## src/rtl/text_console_pkg.sv

```systemverilog
// Shared constants, state encoding and address packing for the text console writer.
package text_console_pkg;

  localparam int unsigned COLS_DEF = 80;
  localparam int unsigned ROWS_DEF = 60;
  localparam int unsigned COL_W    = 7;
  localparam int unsigned ROW_W    = 6;
  localparam int unsigned ADDR_W   = ROW_W + COL_W;
  localparam int unsigned BYTE_W   = 8;

  localparam logic [BYTE_W-1:0] CC_CR = 8'h0D;
  localparam logic [BYTE_W-1:0] CC_LF = 8'h0A;
  localparam logic [BYTE_W-1:0] CC_BS = 8'h08;
  localparam logic [BYTE_W-1:0] CC_FF = 8'h0C;

  typedef enum logic [1:0] {
    IDLE     = 2'd0,
    CLR_ALL  = 2'd1,
    CLR_LINE = 2'd2
  } state_e;

  // Map RAM address is the row in the upper bits, column in the lower 7.
  function automatic logic [ADDR_W-1:0] pack_addr(input logic [ROW_W-1:0] row,
                                                  input logic [COL_W-1:0] col);
    return {row, col};
  endfunction

endpackage

```

## src/rtl/text_console_writer_sweep.sv

```systemverilog
// Row/column sweep counter used by both the full-screen and single-line clears.
module console_sweep_ctr
  import text_console_pkg::*;
#(
  parameter int unsigned COLS         = COLS_DEF,
  parameter int unsigned ROWS         = ROWS_DEF,
  parameter bit          RUN_ON_RESET = 1'b1
) (
  input  logic             clk_i,
  input  logic             rst_i,
  input  logic             start_i,
  input  logic             line_i,
  input  logic [ROW_W-1:0] row_i,
  output logic [ROW_W-1:0] row_o,
  output logic [COL_W-1:0] col_o,
  output logic             done_c_o
);

  logic [ROW_W-1:0] row_q;
  logic [COL_W-1:0] col_q;
  logic             run_q;
  logic             line_q;
  logic             col_last_c;
  logic             row_last_c;

  assign col_last_c = (col_q == COL_W'(COLS - 1));
  assign row_last_c = (row_q == ROW_W'(ROWS - 1));
  // Final cell of the sweep is being visited this cycle.
  assign done_c_o   = run_q && col_last_c && (line_q || row_last_c);
  assign row_o      = row_q;
  assign col_o      = col_q;

  // Walk row-major; line mode stops at the end of the starting row.
  always_ff @(posedge clk_i or posedge rst_i) begin
    if (rst_i) begin
      row_q  <= '0;
      col_q  <= '0;
      run_q  <= RUN_ON_RESET;
      line_q <= 1'b0;
    end else if (start_i) begin
      row_q  <= line_i ? row_i : '0;
      col_q  <= '0;
      run_q  <= 1'b1;
      line_q <= line_i;
    end else if (run_q) begin
      if (col_last_c) begin
        col_q <= '0;
        if (done_c_o) begin
          run_q <= 1'b0;
        end else begin
          row_q <= row_q + ROW_W'(1);
        end
      end else begin
        col_q <= col_q + COL_W'(1);
      end
    end
  end

endmodule

```

## src/rtl/text_console_writer.sv

```systemverilog
// Byte-stream console front end driving the character-map RAM write port.
// Optional build macro CLEAR_ON_WRAP_EN: every row advance clears the new row first.
module text_console_writer
  import text_console_pkg::*;
#(
  parameter int unsigned       COLS           = COLS_DEF,
  parameter int unsigned       ROWS           = ROWS_DEF,
  parameter logic [BYTE_W-1:0] FILL_CHAR      = 8'h20,
  parameter bit                CLEAR_ON_RESET = 1'b1
) (
  input  logic              CLK_50M,
  input  logic              RST,
  input  logic              char_valid,
  input  logic [BYTE_W-1:0] char_data,
  output logic              char_ready,
  output logic [ADDR_W-1:0] mem_addr,
  output logic              mem_we,
  output logic [BYTE_W-1:0] mem_data,
  output logic [COL_W-1:0]  cursor_col,
  output logic [ROW_W-1:0]  cursor_row,
  output logic              busy
);

  state_e            state_q, state_d;
  logic [COL_W-1:0]  col_q, col_d;
  logic [ROW_W-1:0]  row_q, row_d;
  logic              we_q, we_d;
  logic [ADDR_W-1:0] addr_q, addr_d;
  logic [BYTE_W-1:0] data_q, data_d;
  logic              ready_q;
  logic              busy_q;

  logic              accept_c;
  logic              adv_row_c;
  logic              sweep_start_c;
  logic              sweep_line_c;
  logic [ROW_W-1:0]  sweep_row;
  logic [COL_W-1:0]  sweep_col;
  logic              sweep_done_c;

  console_sweep_ctr #(
    .COLS         (COLS),
    .ROWS         (ROWS),
    .RUN_ON_RESET (CLEAR_ON_RESET)
  ) u_sweep (
    .clk_i    (CLK_50M),
    .rst_i    (RST),
    .start_i  (sweep_start_c),
    .line_i   (sweep_line_c),
    .row_i    (row_d),
    .row_o    (sweep_row),
    .col_o    (sweep_col),
    .done_c_o (sweep_done_c)
  );

  assign accept_c = char_valid && ready_q && (state_q == IDLE);

  // Byte decode, cursor movement and clear sequencing.
  always_comb begin
    state_d       = state_q;
    col_d         = col_q;
    row_d         = row_q;
    we_d          = 1'b0;
    addr_d        = addr_q;
    data_d        = data_q;
    adv_row_c     = 1'b0;
    sweep_start_c = 1'b0;
    sweep_line_c  = 1'b0;

    unique case (state_q)
      IDLE: begin
        if (accept_c) begin
          if (char_data >= 8'h20) begin
            we_d   = 1'b1;
            addr_d = pack_addr(row_q, col_q);
            data_d = char_data;
            if (col_q == COL_W'(COLS - 1)) begin
              col_d     = '0;
              adv_row_c = 1'b1;
            end else begin
              col_d = col_q + COL_W'(1);
            end
          end else if (char_data == CC_CR) begin
            col_d = '0;
          end else if (char_data == CC_LF) begin
            col_d     = '0;
            adv_row_c = 1'b1;
          end else if (char_data == CC_BS) begin
            if (col_q != '0) begin
              col_d  = col_q - COL_W'(1);
              we_d   = 1'b1;
              addr_d = pack_addr(row_q, col_q - COL_W'(1));
              data_d = FILL_CHAR;
            end
          end else if (char_data == CC_FF) begin
            col_d         = '0;
            row_d         = '0;
            state_d       = CLR_ALL;
            sweep_start_c = 1'b1;
          end
          if (adv_row_c) begin
            row_d = (row_q == ROW_W'(ROWS - 1)) ? '0 : row_q + ROW_W'(1);
`ifdef CLEAR_ON_WRAP_EN
            state_d       = CLR_LINE;
            sweep_start_c = 1'b1;
            sweep_line_c  = 1'b1;
`endif
          end
        end
      end
      CLR_ALL, CLR_LINE: begin
        we_d   = 1'b1;
        addr_d = pack_addr(sweep_row, sweep_col);
        data_d = FILL_CHAR;
        if (sweep_done_c) begin
          state_d = IDLE;
        end
      end
      default: begin
        state_d = IDLE;
      end
    endcase
  end

  // State, cursor and RAM port registers.
  always_ff @(posedge CLK_50M or posedge RST) begin
    if (RST) begin
      state_q <= CLEAR_ON_RESET ? CLR_ALL : IDLE;
      col_q   <= '0;
      row_q   <= '0;
      we_q    <= 1'b0;
      addr_q  <= '0;
      data_q  <= FILL_CHAR;
      ready_q <= 1'b0;
      busy_q  <= CLEAR_ON_RESET;
    end else begin
      state_q <= state_d;
      col_q   <= col_d;
      row_q   <= row_d;
      we_q    <= we_d;
      addr_q  <= addr_d;
      data_q  <= data_d;
      ready_q <= (state_d == IDLE);
      busy_q  <= (state_d != IDLE);
    end
  end

  assign char_ready = ready_q;
  assign mem_addr   = addr_q;
  assign mem_we     = we_q;
  assign mem_data   = data_q;
  assign cursor_col = col_q;
  assign cursor_row = row_q;
  assign busy       = busy_q;

endmodule

```

## config.mk

```make
export PLATFORM = sky130hd
export DESIGN_NAME = text_console_writer
export DESIGN_NICKNAME = d
export VERILOG_FILES = /design/src/rtl/text_console_pkg.sv /design/src/rtl/text_console_writer_sweep.sv /design/src/rtl/text_console_writer.sv
export SDC_FILE = /design/constraint.sdc
export NUM_CORES = 1
export LEC_CHECK = 0
export ABC_AREA = 1
export CAP_MARGIN = 20
export CORE_AREA = 2 2 112 71
export CTS_CLUSTER_SIZE = 16
export DETAILED_ROUTE_END_ITERATION = 10
export DIE_AREA = 0 0 114 73
export MAX_ROUTING_LAYER = met4
export PLACE_DENSITY = 0.79
export SYNTH_ARGS = -nofsm -noshare
export SYNTH_HDL_FRONTEND = slang
export SYNTH_HIERARCHICAL = 1
export SYNTH_SLANG_ARGS = --single-unit
```

## constraint.sdc

```tcl
create_clock -name CLK_50M -period 4.55 [get_ports CLK_50M]
set_input_delay 1.1375 -clock CLK_50M [delete_from_list [all_inputs] [get_ports CLK_50M]]
set_output_delay 1.1375 -clock CLK_50M [all_outputs]
set_load 0.1 [all_outputs]
```

* After elaboration in Yosys (flattened, before gate mapping)
Index checks and enable logic that the tools add are counted.
Storage, ports and cells: logic and storage cells 123, register bits after elaboration 53
Cells by class: multiplexer cells 67, equal/unequal tests 21, reduce and logical (&&, ||, !) cells 18, order comparisons 1, $add $sub $neg 5
Operators with widths (count):
- $mux W13 | 6
- $mux W7 | 10
- $mux W6 | 11
- $mux W8 | 6
- $eq A8 B4 Y1 const B | 4
- $pmux W13 S2 | 1
- $mux W1 | 23
- $pmux W8 S2 | 1
- $add A7 B1 Y7 const B | 2
- $eq A7 B7 Y1 const B | 2
- $mux W2 | 7
- $add A6 B1 Y6 const B | 2
- $eq A6 B6 Y1 const B | 2
- $reduce_bool A2 Y1 | 5
- $ge A8 B6 Y1 const B | 1
- $ne A2 B1 Y1 const B | 4
- $reduce_and A7 Y1 | 1
- $reduce_bool A7 Y1 | 1
- $sub A7 B1 Y7 const B | 1
- $ne A3 B1 Y1 const B | 2
- $ne A3 B3 Y1 const B | 2
- $reduce_and A6 Y1 | 1
- $ne A5 B4 Y1 const B | 1
- $reduce_bool A5 Y1 | 1
- 10 further kinds | 15

* Longest topological paths before layout
Gate-level depths: netlist of the first run.
word-level depth 10, depth in mapped cells 14

* By module
The synthesis of the first run kept the hierarchy.
Modules (own cells, without submodules):
- text_console_writer | cells each 356, area an instance 2615.0 um^2, instances 1
- console_sweep_ctr | cells each 125, area an instance 909.6 um^2, instances 1

* Least setup slack after synthesis of the first run
Ideal clock, no wire load.
path type input -> register, from in char_data[4], to reg u_sweep.row_q[1], in the netlist u_sweep/row_o[1], stages 10, setup time 0.116 ns, arrival 2.268 ns, data required time 4.434 ns, path buffers 1, path slack 2.165 ns, cells stage by stage inv_1 nand3_2 nor2_2 nand2_1 inv_1 inv_2 buf_6 a22o_1 nand2_1 nand2_1
On the way: cells in the longest elaborated chain, start to end 10
Ends and longest elaborated chain:
- from (decl) | line text_console_writer.sv:14 | input logic [BYTE_W-1:0] char_data,
- $eq A8 B4 Y1 | line text_console_writer.sv:95 | end else if (char_data == CC_FF) begin
- $mux W1 | line text_console_writer.sv:95
- $mux W1 | line text_console_writer.sv:88 | end else if (char_data == CC_BS) begin
- $mux W1 | line text_console_writer.sv:85 | end else if (char_data == CC_LF) begin
- $mux W1 | line text_console_writer.sv:83 | end else if (char_data == CC_CR) begin
- $mux W1 (*) | line text_console_writer.sv:73 | if (char_data >= 8'h20) begin
- $mux W1 (*) | line text_console_writer.sv:72 | if (accept_c) begin
- $mux W1 (*) | line text_console_writer.sv:70 | unique case (state_q)
- named net sweep_start_c | line text_console_writer.sv:35 | logic sweep_start_c;
- $ne A2 B2 Y1 (no source line) or $reduce_bool A2 Y1 (tied branches)
- $reduce_and A3 Y1 (no source line)
- to (signal assigned) | line text_console_writer_sweep.sv:41 | row_q <= line_i ? row_i : '0;
- to (signal assigned) | line text_console_writer_sweep.sv:51 | row_q <= row_q + ROW_W'(1);
- to (decl) | line text_console_writer_sweep.sv:19 | logic [ROW_W-1:0] row_q;
The timed path passes the listed nets; every way through them passes the cells marked *. A chain may end at the register's enable or synchronous reset.

* Worst setup path after layout of the first run
from reg col_q[2], in the netlist cursor_col[2], to out cursor_col[2]
RTL lines:
- from (decl) | line text_console_writer.sv:25 | logic [COL_W-1:0] col_q, col_d;
- from (signal assigned) | line text_console_writer.sv:138 | col_q <= col_d;
- to (decl) | line text_console_writer.sv:19 | output logic [COL_W-1:0] cursor_col,
No word-level cell between the ends.

==> results of run 1 <==
==> metal layers <==
| metal | vias up | track usage (%) | share of wire, % |
|---|---|---|---|
| li1 | 1618 | - | - |
| met1 | 1541 | 34.2 | 48 |
| met2 | 151 | 33.5 | 42 |
| met3 | 2 | 5.23 | 10 |
| met4 | 0 | 2.30 | 0.13 |
| met5 | - | - | 0 |
==> synthesized netlist by cell type (all sizes together) <==
library cell / instances / area, um2
nand2: 179 / 697
inv: 57 / 216
dfrtp: 50 / 1250
nor2: 46 / 215
nand3: 41 / 258
o21ai: 40 / 287
a21oi: 14 / 70.1
buf: 11 / 91.3
ha: 8 / 100
nand4: 6 / 43.8
nor3: 6 / 35.0
dfstp: 4 / 105
o21bai: 3 / 22.5
xor2: 3 / 26.3
clkbuf: 2 / 7.51
mux2i: 2 / 20.0
a211oi: 1 / 7.51
a21o: 1 / 7.51
a22o: 1 / 8.76
a31oi: 1 / 21.3
conb: 1 / 3.75
o211ai: 1 / 7.51
o221ai: 1 / 8.76
o22ai: 1 / 6.26
o31ai: 1 / 7.51
==> power breakdown <==
group          total (mW)  switching [mW]  internal, mW
logic              0.0378          0.0253        0.0125
clock network       0.406           0.194         0.212
registers           0.480               0         0.480
total               0.923           0.219         0.704
==> area by class of cell <==
class / instances / area [um2] / area share [%]
multi-input combinational: 357 / 1850 / 44.3
sequential: 54 / 1360 / 32.4
timing repair buffer: 49 / 485 / 11.6
inverter: 57 / 216 / 5.18
clock buffer: 5 / 125 / 2.99
tap: 94 / 118 / 2.81
clock inverter: 3 / 28.8 / 0.688
==> worst min-delay path: stages, from the launching register on <==
cell     delay, ns
dfrtp_1       0.35
nand2_1       0.06
o21ai_2       0.05
==> sequential cells by signal (all words and copies together) (netlist names) <==
name and cells:
busy 1, cursor_row 6, mem_addr 13, state_q 2, u_sweep/col_o 7, cursor_col 7
u_sweep/run_q 1, char_ready 1, mem_data 8, mem_we 1, u_sweep/line_q 1, u_sweep/row_o 6
==> path summary, 6_finish.rpt <==
check | to | cells past startpoint | slack (ns)
worst min-delay path | mem_addr[12] | 2 | 0.49
worst max-delay path | cursor_col[2] | 1 | 1.36
worst max register to register | mem_addr[1] | 7 | 2.03
worst min register to register | mem_addr[12] | 2 | 0.49
max in group asynchronous | mem_data[5] | 3 | 2.35
min in group asynchronous | u_sweep/line_q | 2 | 1.25
==> metrics by stage <==
step	total power, mW	hold WS, ns	util (%)	area [um2]	instances
after detailed placement	0.527	0.469	54.1	4030	611
after CTS	0.930	0.487	56.2	4180	619
after floorplan	0.509	0.485	-	3520	481
after global placement	0.527	0.464	54.1	4030	611
after global routing	0.951	0.507	56.2	4180	619
final	0.923	0.486	56.2	4180	619
==> logic make-up after synthesis <==
| kind of cell | share of synthesized area, % |
|---|---|
| simple gates | 35.4 |
| buf+inv | 8.95 |
| compound gates | 12.9 |
| flops | 38.5 |
| fa+ha+maj | 2.84 |
| xor+xnor | 0.746 |
| mux | 0.568 |
| other cells | 0.106 |
==> impl_metrics.env, run 1 <==
export IMPL_post_cts_buffers=0
export IMPL_cts_num_sinks=54
export IMPL_required_ns=3.41
export IMPL_startpoint_type="flip-flop"
export IMPL_n_antenna_cell=0
export IMPL_setup_tns_ns=0
export IMPL_worstHoldStart="mem_addr[12]"
export IMPL_fin_ws_ns=1.36
export IMPL_post_route_period_util_pct=70.1
export IMPL_die_h_um=73
export IMPL_fmax_mhz=313
export IMPL_cp_arrival_ns=2.05
export IMPL_yosys_warnings=6
export IMPL_syn_nets=500
export IMPL_cts_max_path_buffers=2
export IMPL_route_vias_total=3312
export IMPL_core_mm2=0.00744
export IMPL_die_area_mm2=0.00832
export IMPL_avgSynthCellArea_um2=7.33
export IMPL_power_per_cell_area_mw_per_mm2=221
export IMPL_hold_viol=0
export IMPL_status="finished, final reports clean"
export IMPL_post_cts_resized=0
export IMPL_drt_initial_drc_count=294
export IMPL_clockRootBuffer="clkbuf_16"
export IMPL_regToRegStartpoint="state_q[0]"
export IMPL_cts_tree="done"
export IMPL_cts_hold_buf=0
export IMPL_first_pass_iters=5
export IMPL_endpoint_kind="output pin"
export IMPL_rows=25
export IMPL_worst_pin_slew_ns=0.976
export IMPL_worst_skew_pair_late_latency_ns=0.29
export IMPL_hp_class="flip-flop to flip-flop"
export IMPL_cts_made_buffers=5
export IMPL_ys_seq_area_share_pct=38.5
export IMPL_setup_viol=0
export IMPL_layout_min_cycle_time_ns=3.19
export IMPL_rsz0062_at_grt="no"
export IMPL_htreeDepth=2
export IMPL_wirelength_mm=9.17
export IMPL_wl_per_cell_um=14.8
export IMPL_fillCellCount=694
export IMPL_grt_overflow_total=0
export IMPL_critPathMaxFanout=9
export IMPL_grt_pass1_vias=2950
export IMPL_crit_chain="clkdlybuf4s50_1"
export IMPL_path_buf_inv=1
export IMPL_leakagePower_nw=2.08
export IMPL_fin_worst_skew_ns=0.00314
export IMPL_cpMaxStageDelayCell="clkdlybuf4s50_1"
export IMPL_place_gp_congestion=0.963
export IMPL_synth_cells=481
export IMPL_grt_usage_pct=23.1
export IMPL_drv_cap=0
export IMPL_irDropWorstVdd_v=0.000245
export IMPL_crit_start="cursor_col[2]"
export IMPL_syn_to_final_growth_pct=18.7
export IMPL_grt_max_degree=42
export IMPL_io_pins=48
export IMPL_initial_utilization_pct=47.3
export IMPL_die_w_um=114
export IMPL_post_route_drc_count=0
export IMPL_grt_pass1_wl_mm=14.8
export IMPL_fin_nets=543
export IMPL_layout_common_cells="173 x nand2_1, 50 x inv_1, 50 x dfrtp_1"
export IMPL_hpwl_mm=6.85
export IMPL_path_clk_slew_ns=0.08
export IMPL_synth_cell_types=40
export IMPL_postRouteAntennaNets=0
export IMPL_grt_antenna_before_repair=0
export IMPL_slew_violations=0
export IMPL_max_stage_delay_ns=1.20
export IMPL_crit_type="flip-flop to output pin"
export IMPL_maxSlewHeadroom_pct=34.7
export IMPL_portBuffers=47
export IMPL_critical_path_top_delay_family="buffers and inverters"
export IMPL_ys_ff_latch=54
export IMPL_layout_drive_gt1_share_pct=12.6
export IMPL_synth_cell_area_mm2=0.00352
export IMPL_pre_cts_ws_ns=1.22
export IMPL_vias_per_cell=5.35
export IMPL_layout_commonest_cell="nand2_1"
Power figures use the tool's default switching activity.
==> run 2, diff against run 1 <==
clock period = 3.2 ns   (was 4.55 ns; I/O delays follow)
==> impl_metrics.env, run 2 (same netlist as run 1, synthesis figures left out) <==
export IMPL_status="finished, final reports clean"
export IMPL_cts_max_path_buffers=2
export IMPL_vias_per_cell=5.30
export IMPL_cp_arrival_ns=2.81
export IMPL_syn_to_final_growth_pct=16.3
export IMPL_worst_pin_slew_ns=0.683
export IMPL_cpMostUsedCell="nand2_1"
export IMPL_fmax_mhz=388
export IMPL_post_cts_resized=0
export IMPL_grt_overflow_total=0
export IMPL_post_place_cells=613
export IMPL_cts_num_sinks=54
export IMPL_critPathMaxFanout=6
export IMPL_grt_pass1_wl_mm=14.6
export IMPL_cts_made_buffers=5
export IMPL_layout_min_cycle_time_ns=2.58
export IMPL_grt_antenna_before_repair=0
export IMPL_p_comb_share_pct=4.2
export IMPL_intPower_mw=1.01
export IMPL_critical_path_top_delay_family="simple AND/OR/NAND/NOR gates"
export IMPL_wl_per_cell_um=14.2
export IMPL_p_total_mw=1.30
export IMPL_startpoint_type="input port"
export IMPL_cpMaxStageDelayCell="clkdlybuf4s50_1"
export IMPL_setup_tns_ns=0
export IMPL_initial_utilization_pct=47.3
export IMPL_drv_cap=0
export IMPL_die_w_um=114
export IMPL_worstHoldStart="mem_addr[2]"
export IMPL_rows=25
export IMPL_postRouteAntennaNets=0
export IMPL_grt_usage_pct=23.2
export IMPL_slew_violations=0
export IMPL_cts_hold_buf=0
export IMPL_htreeDepth=2
export IMPL_regToRegStartpoint="state_q[0]"
export IMPL_die_area_mm2=0.00832
export IMPL_n_antenna_cell=0
export IMPL_final_cells=621
export IMPL_max_stage_delay_ns=0.52
export IMPL_path_clk_slew_ns=0.07
export IMPL_fin_util_pct=55.1
export IMPL_power_per_cell_area_mw_per_mm2=317
export IMPL_hpwl_mm=6.56
export IMPL_io_pins=48
export IMPL_place_gp_congestion=0.929
export IMPL_largest_reg_flops=13
export IMPL_leakagePower_nw=2.15
export IMPL_portBuffers=47
export IMPL_post_cts_buffers=0
export IMPL_endpoint_kind="flip-flop"
export IMPL_fillCellCount=704
export IMPL_required_ns=3.43
export IMPL_rsz0062_at_grt="no"
export IMPL_setup_viol=0
export IMPL_crit_start="char_data[3]"
export IMPL_layout_commonest_cell="nand2_1"
export IMPL_wirelength_mm=8.81
export IMPL_grt_pass1_vias=2905
export IMPL_die_h_um=73
export IMPL_post_route_drc_count=0
export IMPL_first_pass_iters=5
export IMPL_crit_type="input port to flip-flop"
export IMPL_swShare_pct=22.1
export IMPL_maxSlewHeadroom_pct=54.4
export IMPL_layout_common_cells="173 x nand2_1, 50 x inv_1, 50 x dfrtp_1"
export IMPL_hold_viol=0
export IMPL_post_route_period_util_pct=80.5
export IMPL_fin_nets=545
export IMPL_netSwitchingPower_uw=287
export IMPL_path_buf_inv=3
export IMPL_crit_chain="clkdlybuf4s50_1 -> nand2_1 -> inv_1 -> nand2_1 -> nor2_2 -> nand2_1 -> inv_1 -> nor2_2 -> nor3_2 -> nand2_1 -> nand2_1 -> nand2_1 -> nor2_1"
export IMPL_fin_worst_skew_ns=0.00401
export IMPL_core_mm2=0.00744
export IMPL_worst_skew_pair_late_latency_ns=0.30
export IMPL_hp_class="flip-flop to flip-flop"
export IMPL_place_area_mm2=0.00395
export IMPL_seqPwrFrac_pct=52.5
export IMPL_clockRootBuffer="clkbuf_16"
export IMPL_p_clk_share_pct=43.3
export IMPL_route_vias_total=3293
export IMPL_irDropWorstVdd_v=0.000194
export IMPL_layout_drive_gt1_share_pct=19.7
export IMPL_cts_tree="done"
export IMPL_drt_initial_drc_count=360
export IMPL_design_area_mm2=0.00410
export IMPL_grt_max_degree=42
==> run 2: layer usage <==
layer  GRT usage (%)  wire length, um
met5               -                0
met4            5.15               78
met3            5.32              728
met2            31.6             3540
met1            34.8             4450
==> run 2: layout make-up <==
type	instances	area, um2	share of cell area [%]
timing repair buffer	51	408	9.95
clock inverter	1	5.00	0.122
tap	94	118	2.87
clock buffer	7	143	3.48
inverter	57	216	5.28
sequential	54	1360	33.1
multi-input combinational	357	1850	45.2
==> run 2: through the flow <==
step / hold slack, ns / setup slack (ns)
5_1_grt: 0.502 / 0.383
3_5_place_dp: 0.471 / 0.349
4_1_cts: 0.487 / 0.660
6_report: 0.483 / 0.623
2_1_floorplan: 0.485 / 0.911
3_3_place_gp: 0.466 / 0.443
==> run 2: path summary, 6_finish.rpt <==
check / slack (ns) / end / depth (start not counted)
min in group asynchronous: 0.89 / u_sweep/col_o[3] / 2
max in group asynchronous: 1.86 / mem_data[5] / 3
worst min register to register: 0.48 / mem_addr[2] / 2
worst max-delay path: 0.62 / u_sweep/col_o[6] / 13
worst min-delay path: 0.48 / mem_addr[2] / 2
worst max register to register: 0.81 / mem_addr[6] / 9
==> run 2: tightest hold or removal path, cell delays in order (launching register included) <==
cell     delay [ns]
dfrtp_1        0.34
nand2_1        0.06
o21ai_2        0.05
==> run 2: power by group through the flow <==
| stage | Clock, mW | Sequential, mW | Combinational, mW |
|---|---|---|---|
| 2_1_floorplan | 0 | 0.695 | 0.0287 |
| 3_3_place_gp | 0 | 0.695 | 0.0543 |
| 3_5_place_dp | 0 | 0.695 | 0.0552 |
| 4_1_cts | 0.574 | 0.682 | 0.0557 |
| 5_1_grt | 0.603 | 0.682 | 0.0617 |
| 6_report | 0.562 | 0.682 | 0.0545 |
